### config.mk
export PLATFORM = sky130hd
export DESIGN_NAME = rmac_feeder
export DESIGN_NICKNAME = d
export VERILOG_FILES = /design/src/rtl/rmac_pkg.sv /design/src/rtl/rmac_feeder.sv
export SDC_FILE = /design/constraint.sdc
export NUM_CORES = 1
export LEC_CHECK = 0
export CAP_MARGIN = 10
export CORE_MARGIN = 2
export CORE_UTILIZATION = 45
export DETAILED_ROUTE_END_ITERATION = 7
export GPL_TIMING_DRIVEN = 0
export HOLD_SLACK_MARGIN = 0.06
export SLEW_MARGIN = 0
export SYNTH_ARGS = -nofsm -noshare
export SYNTH_HDL_FRONTEND = slang
export SYNTH_SLANG_ARGS = --single-unit
### constraint.sdc
create_clock -name clk -period 7 [get_ports clk]
set_clock_uncertainty 0.2 [all_clocks]
set_input_delay 1.4 -clock clk [delete_from_list [all_inputs] [get_ports clk]]
set_output_delay 1.4 -clock clk [all_outputs]
set_load 0.01 [all_outputs]
### src/rtl/rmac_pkg.sv
// rmac_pkg: definitions shared by the rmac datapath and its operand feeder.
//   RMAC_WIDTH / RMAC_INT_BITS / RMAC_FRAC_BITS : default Q-format operand geometry
//   RMAC_ONE                                    : fixed-point 1.0 in the default format
//   rmac_state_t                                : feeder sequencing states
package rmac_pkg;

  localparam int RMAC_WIDTH     = 32;
  localparam int RMAC_INT_BITS  = 12;
  localparam int RMAC_FRAC_BITS = 20;

  localparam logic [RMAC_WIDTH-1:0] RMAC_ONE = RMAC_WIDTH'(1) << RMAC_FRAC_BITS;

  typedef enum logic [1:0] {
    ST_IDLE   = 2'd0,
    ST_STREAM = 2'd1,
    ST_DONE   = 2'd2
  } rmac_state_t;

endpackage

### src/rtl/rmac_feeder.sv
// rmac_feeder: operand sequencer in front of the rmac multiply-accumulate stage.
// Holds one neuron's weight and input vectors, and on start streams the
// (W, X) pairs one per clock. finished marks the final pair, done pulses
// one cycle later.
//
// Optional feature macro: RMAC_FEEDER_BIAS_EN
//   When defined, adds a bias register (wr_sel=0, wr_addr=N). A trailing pair
//   (bias, 1.0) is streamed after the N data pairs.
//
// Ports
//   clk       in   rising-edge clock
//   rst       in   synchronous active-high reset (clears buffers and outputs)
//   wr_en     in   buffer write strobe, honoured only while idle
//   wr_sel    in   0 = weight buffer, 1 = input buffer
//   wr_addr   in   entry index; N addresses the bias slot
//   wr_data   in   value written
//   start     in   request to stream one neuron (ignored unless idle)
//   busy      out  high from the first streamed pair through the done cycle
//   W, X      out  operand pair to rmac (zero when not streaming)
//   finished  out  high only with the last pair
//   done      out  one-cycle completion pulse
module rmac_feeder #(
  parameter int N         = 8,
  parameter int WIDTH     = rmac_pkg::RMAC_WIDTH,
  parameter int INT_BITS  = rmac_pkg::RMAC_INT_BITS,
  parameter int FRAC_BITS = rmac_pkg::RMAC_FRAC_BITS
) (
  input  logic                 clk,
  input  logic                 rst,
  input  logic                 wr_en,
  input  logic                 wr_sel,
  input  logic [$clog2(N):0]   wr_addr,
  input  logic [WIDTH-1:0]     wr_data,
  input  logic                 start,
  output logic                 busy,
  output logic [WIDTH-1:0]     W,
  output logic [WIDTH-1:0]     X,
  output logic                 finished,
  output logic                 done
);

  import rmac_pkg::*;

  localparam int AW = $clog2(N) + 1;  // address / index width, reaches N
  localparam int LW = $clog2(N);      // width of a data-entry index

`ifdef RMAC_FEEDER_BIAS_EN
  localparam int LAST = N;
  localparam logic [WIDTH-1:0] ONE = WIDTH'(1) << FRAC_BITS;
`else
  localparam int LAST = N - 1;
`endif

  localparam logic [AW-1:0] ADDR_N   = AW'(N);
  localparam logic [AW-1:0] LAST_IDX = AW'(LAST);

  if (N < 2) begin : g_bad_n
    $error("rmac_feeder: N must be at least 2");
  end
  if (INT_BITS + FRAC_BITS != WIDTH) begin : g_bad_fmt
    $error("rmac_feeder: INT_BITS + FRAC_BITS must equal WIDTH");
  end

  // ---------------------------------------------------------------------------
  // Operand buffers
  // ---------------------------------------------------------------------------
  logic [WIDTH-1:0] r_wbuf [N];
  logic [WIDTH-1:0] r_xbuf [N];

  rmac_state_t      r_state;
  rmac_state_t      w_state_nxt;
  logic [AW-1:0]    r_idx;
  logic [AW-1:0]    w_idx_nxt;

  logic [WIDTH-1:0] r_w;
  logic [WIDTH-1:0] r_x;
  logic             r_finished;
  logic             r_done;
  logic             r_busy;

  logic [WIDTH-1:0] w_w_nxt;
  logic [WIDTH-1:0] w_x_nxt;
  logic             w_finished_nxt;
  logic             w_done_nxt;
  logic             w_busy_nxt;

  logic             w_wr_ok;
  logic             w_addr_data;
  logic [LW-1:0]    w_addr_lo;
  logic [LW-1:0]    w_idx_lo;

  // The done cycle is already IDLE in the state register but still reports
  // busy, so writes are also gated on the registered busy flag.
  assign w_wr_ok     = wr_en && (r_state == ST_IDLE) && !r_busy;
  assign w_addr_data = (wr_addr < ADDR_N);
  assign w_addr_lo   = wr_addr[LW-1:0];
  assign w_idx_lo    = r_idx[LW-1:0];

  always_ff @(posedge clk) begin
    if (rst) begin
      for (int unsigned i = 0; i < N; i++) begin
        r_wbuf[i] <= '0;
        r_xbuf[i] <= '0;
      end
    end else if (w_wr_ok && w_addr_data) begin
      if (wr_sel) r_xbuf[w_addr_lo] <= wr_data;
      else        r_wbuf[w_addr_lo] <= wr_data;
    end
  end

`ifdef RMAC_FEEDER_BIAS_EN
  logic [WIDTH-1:0] r_bbuf;

  always_ff @(posedge clk) begin
    if (rst) begin
      r_bbuf <= '0;
    end else if (w_wr_ok && !wr_sel && (wr_addr == ADDR_N)) begin
      r_bbuf <= wr_data;
    end
  end
`endif

  // ---------------------------------------------------------------------------
  // Sequencer: next state plus the values the output registers load next
  // ---------------------------------------------------------------------------
  always_comb begin
    w_state_nxt    = r_state;
    w_idx_nxt      = r_idx;
    w_w_nxt        = '0;
    w_x_nxt        = '0;
    w_finished_nxt = 1'b0;
    w_done_nxt     = 1'b0;
    w_busy_nxt     = 1'b0;

    case (r_state)
      ST_IDLE: begin
        if (start) begin
          w_state_nxt = ST_STREAM;
          w_idx_nxt   = '0;
        end
      end

      ST_STREAM: begin
        w_busy_nxt = 1'b1;
`ifdef RMAC_FEEDER_BIAS_EN
        if (r_idx == ADDR_N) begin
          w_w_nxt = r_bbuf;
          w_x_nxt = ONE;
        end else begin
          w_w_nxt = r_wbuf[w_idx_lo];
          w_x_nxt = r_xbuf[w_idx_lo];
        end
`else
        w_w_nxt = r_wbuf[w_idx_lo];
        w_x_nxt = r_xbuf[w_idx_lo];
`endif
        if (r_idx == LAST_IDX) begin
          w_finished_nxt = 1'b1;
          w_state_nxt    = ST_DONE;
        end else begin
          w_idx_nxt = r_idx + 1'b1;
        end
      end

      ST_DONE: begin
        w_busy_nxt  = 1'b1;
        w_done_nxt  = 1'b1;
        w_state_nxt = ST_IDLE;
      end

      default: begin
        w_state_nxt = ST_IDLE;
        w_idx_nxt   = '0;
      end
    endcase
  end

  always_ff @(posedge clk) begin
    if (rst) begin
      r_state    <= ST_IDLE;
      r_idx      <= '0;
      r_w        <= '0;
      r_x        <= '0;
      r_finished <= 1'b0;
      r_done     <= 1'b0;
      r_busy     <= 1'b0;
    end else begin
      r_state    <= w_state_nxt;
      r_idx      <= w_idx_nxt;
      r_w        <= w_w_nxt;
      r_x        <= w_x_nxt;
      r_finished <= w_finished_nxt;
      r_done     <= w_done_nxt;
      r_busy     <= w_busy_nxt;
    end
  end

  assign W        = r_w;
  assign X        = r_x;
  assign finished = r_finished;
  assign done     = r_done;
  assign busy     = r_busy;

endmodule

After elaboration in Yosys (flattened, before gate mapping)
Memories as Yosys holds them, arrays and structs flattened. A register that Yosys moved wholly into a read port is not among the register bits.
Index checks and enable logic that the tools add are counted.
{"block": "word_totals", "reg_bits": 9, "output_inout_bits": 67, "in_bits": 41, "ramBits": 512, "memories": 2}
{"block": "classes", "n_eq_ne": 6, "mux": 25, "addsub": 1, "n_lt_le_gt_ge": 1, "reduce_logical": 11, "n_bitwise": 2}
{"name": "r_wbuf", "depth": 8, "width": 32, "read_ports": 1, "rd_ports_with_merged_regs": 1, "wr": 8, "line_no": "rmac_feeder.sv:67", "rtl": "logic [WIDTH-1:0] r_wbuf [N];"}
{"name": "r_xbuf", "depth": 8, "width": 32, "read_ports": 1, "rd_ports_with_merged_regs": 1, "wr": 8, "line_no": "rmac_feeder.sv:68", "rtl": "logic [WIDTH-1:0] r_xbuf [N];"}
{"operator": "$mux 32", "n": 2}
{"operator": "$reduce_or 32->1", "n": 2}
{"operator": "$mux 1", "n": 15}
{"operator": "$pmux 4 s3", "n": 1}
{"operator": "$mux 4", "n": 2}
{"operator": "$mux 3", "n": 2}
{"operator": "$ne 2x2->1 const B", "n": 3}
{"operator": "$add 4x1->4 const B", "n": 1}
{"operator": "$eq 4x3->1 const B", "n": 1}
{"operator": "$lt 4x4->1 const B", "n": 1}
{"operator": "$mux 2", "n": 2}
{"operator": "$pmux 2 s2", "n": 1}
{"operator": "$reduce_or 2->1", "n": 2}
{"operator": "$logic_and 1x1->1", "n": 3}
{"operator": "$reduce_and 3->1", "n": 1}
{"operator": "$eq 2x1->1 const B", "n": 1}
{"operator": "$eq 2x2->1 const B", "n": 1}
{"operator": "$logic_not 2->1", "n": 1}
{"operator": "$not 1->1", "n": 2}
{"operator": "$reduce_and 2->1", "n": 1}
{"operator": "$logic_not 1->1", "n": 1}

Longest topological paths before layout
{"block": "depth", "ltp_word": 9, "mapped_depth": 8}

Least setup slack after synthesis
No wires, ideal clock.
{"block": "synth_timing", "path_type": "input to register", "startpoint": "input port rst", "endpoint": "memory r_xbuf[5][0] (netlist name), enable pin", "t_required_ns": 6.425, "n_path_buf": 3, "path_slack_ns": 3.527, "setup_time_ns": 0.375, "t_arrival_ns": 2.899, "path_stages": 6, "cell_sequence": "buf_2 -> nand4bb_1 -> buf_2 -> buf_6 -> nor4_4 -> or2_2"}
{"element": "start: declaration", "line_no": "rmac_feeder.sv:29", "rtl": "input logic rst,"}
{"element": "end: declaration", "line_no": "rmac_feeder.sv:68"}

==> results.txt <==
Main flop type after synthesis: edfxtp_1
GRT Util Overall: 0.228
WL/cell: 24.1 um
Placed cell area: 0.0271 mm2
Main combinational cell family by area after synthesis: simple AND/OR/NAND/NOR gates
Initial Utilization: 0.455
GP Congestion: 0.785
PwrDens: 267 mW/mm2
Slew margin rel.: 0.126
Syn-to-layout area delta: 15.6%
Fillers: 4717
DP HPWL: 42.3 mm
Antenna violations before repair: 4
Hold Path Sink: r_state[1]$_SDFFE_PP0P_
R2r endpoint: r_wbuf[4][25]$_SDFFCE_PN0P_
Clk buf depth: 3
Synth Area in Adders: 0.00299
Yosys top cell area share: 0.613
Largest net degree at the start of global routing: 33
Via count: 14433
Worst Path Arrival: 4.51 ns
Startpoint Class: input port
Pins Over Slew Limit: 0
Critical path start-end classification: in2reg
CTS tree: done
Core region area: 0.0551 mm2
Final period util: 0.642
Avg Cell Area, Syn: 14.6 um2
Peak supply drop: 0.175 mV
Row cnt: 86
Seq cells post-synth: 585
Post-CTS sizing: 0
Clock Sinks: 585
Register area share after synthesis: 0.672
Die Ht: 240 um
Total wire length: 64.8 mm
CP Capture Type: register
Synth Area in Simple Gates: 0.151
Commonest cells in the netlist: and2_1, edfxtp_1, mux2i_1
CTS Root Cell: clkbuf_16
Largest area contributor in the netlist: edfxtp_1
WHS: 0.285 ns
Fraction of registers with async set/reset: 0
Number of DRC markers in iteration 0: 1123
First-pass GRT wire length: 95.4 mm
Hold depth: 2
Final TNS setup: 0 ns
Worst-margin pin slew: 1.30 ns
I/O Buffers: 106
Final setup vio count: 0
Power Total: 7.75 mW
Nets@finish: 1930
Max-cap violations: 0
Post-cts hold buffer count: 0
Worst Hold Class: reg2reg
CTS Buf Count: 60
Clock transition at the registers of the reported paths: 0.06 ns
R2R cell count: 7
Compound-Gate Fraction of Synth Area: 0.0472
Leak: 9.87 nW
Post-CTS setup buffer count: 0
I/O pin count: 108
Worst skew pair latency: 0.61 ns
Die width: 240 um
Flop-to-flop setup slack: 3.18 ns
H-tree levels: 2
GRT overflow: 0
Hold Crit Start: r_state[1]$_SDFFE_PP0P_
Fraction of synthesized area in multiplexers: 0.103
Mapped Cells: 1712
# DRC: 0
RR Startpoint: r_state[1]$_SDFFE_PP0P_
Layout Utilization: 0.526
Worst-path fanout max: 32
Number of flops mapped to enable cells by yosys: 512
Status: complete, no violations
Die footprint: 0.0576 mm2
Design area: 0.0290 mm2
Routed Antenna Nets: 0
Vias/cell: 5.38
Synth top area cells: edfxtp_1, and2_1, mux2i_1, dfxtp_1, o221ai_1
Final hold violation count: 0
Post-synthesis xor/xnor area fraction: 0
Vias in the first global route: 14659
FMAX: 223 MHz
Drt pass-1 iters: 5
Share of cells above drive strength 1: 0.0838
Synth unique cells: 39
Unrepaired setup endpoints after global routing: false
Post-layout min period: 4.49 ns
Syn nets: 1759
CP Data Required Time: 7.02 ns
Warnings from Yosys: 0
Mapped Area: 0.0251 mm2
-- cell families (layout without fill, tap and decap cells) --
kind of cell | Yosys count | count (layout)
other | 0 | 2
adder cells (fa/ha/maj) | 6 | 6
AND/OR/NAND/NOR | 576 | 576
AO/OA/AOI/OAI | 137 | 137
buffers and inverters | 150 | 371
flip-flops | 585 | 585
multiplexers | 258 | 258
-- sequential cells by signal (all words and copies together), names as in the netlist --
register	cells
done	1
W	32
r_idx	4
r_xbuf	256
r_wbuf	256
busy	1
finished	1
r_state	2
X	32
-- worst max-delay path by stage --
| stage | from | end | cells past startpoint |
|---|---|---|---|
| CTS | wr_addr[2] | r_wbuf[4][25]$_SDFFCE_PN0P_ | 4 |
| global placement | wr_addr[2] | r_wbuf[5][13]$_SDFFCE_PN0P_ | 4 |
| finish | wr_addr[2] | r_wbuf[4][25]$_SDFFCE_PN0P_ | 4 |
| floorplan | rst | r_xbuf[5][0]$_SDFFCE_PN0P_ | 6 |
| detailed placement | wr_addr[2] | r_wbuf[4][30]$_SDFFCE_PN0P_ | 4 |
| global route | wr_addr[2] | r_wbuf[4][25]$_SDFFCE_PN0P_ | 4 |
-- worst max-delay path, cell delays in order --
cell and delay, ns:
clkdlybuf4s50_1 0.81, or3b_1 0.45, nor3_2 0.78, or2_2 1.02
-- layer usage --
layer,share of wire,GRT usage
met2,0.46,0.360
met3,0.063,0.0425
met4,0.027,0.0678
met5,0,0
met1,0.45,0.323
-- report_power, final --
group | switching [mW] | total (mW) | internal (mW)
registers | 0.0481 | 4.00 | 3.95
logic | 0.410 | 0.661 | 0.251
clock network | 1.33 | 3.09 | 1.76
-- layout by cell type (no fill, tap or decap), drive strengths merged, types with 3 or more instances in the layout --
cell,instances
or2,18
o221ai,64
clkinv,25
mux2i,258
ha,6
nand2b,4
nand3,4
clkdlybuf4s50,106
nor3,3
nor4,14
nor2b,4
buf,37
nand2,5
dfxtp,73
o22a,64
and2,512
clkbuf,195
inv,6
edfxtp,512
-- final cells by class --
cell class              instances  area (um2)  share of cell area
clock inverters                27         175             0.00605
flip-flops and latches        585       16800               0.581
clock buffers                  85        1700              0.0587
inverters                       6        22.5            0.000777
multi-input cells             977        7610               0.263
repair buffers                109        1080              0.0374
diodes                          2        5.00            0.000173
well taps                     748         936              0.0323
plain buffers                 144         597              0.0206
-- stage by stage --
step	instances	setup WS (ns)
6_report	2683	2.51
5_1_grt	2681	2.46
3_5_place_dp	2569	1.97
3_3_place_gp	2566	1.75
4_1_cts	2681	2.62
2_1_floorplan	1712	3.53
Power figures use the tool's default switching activity.
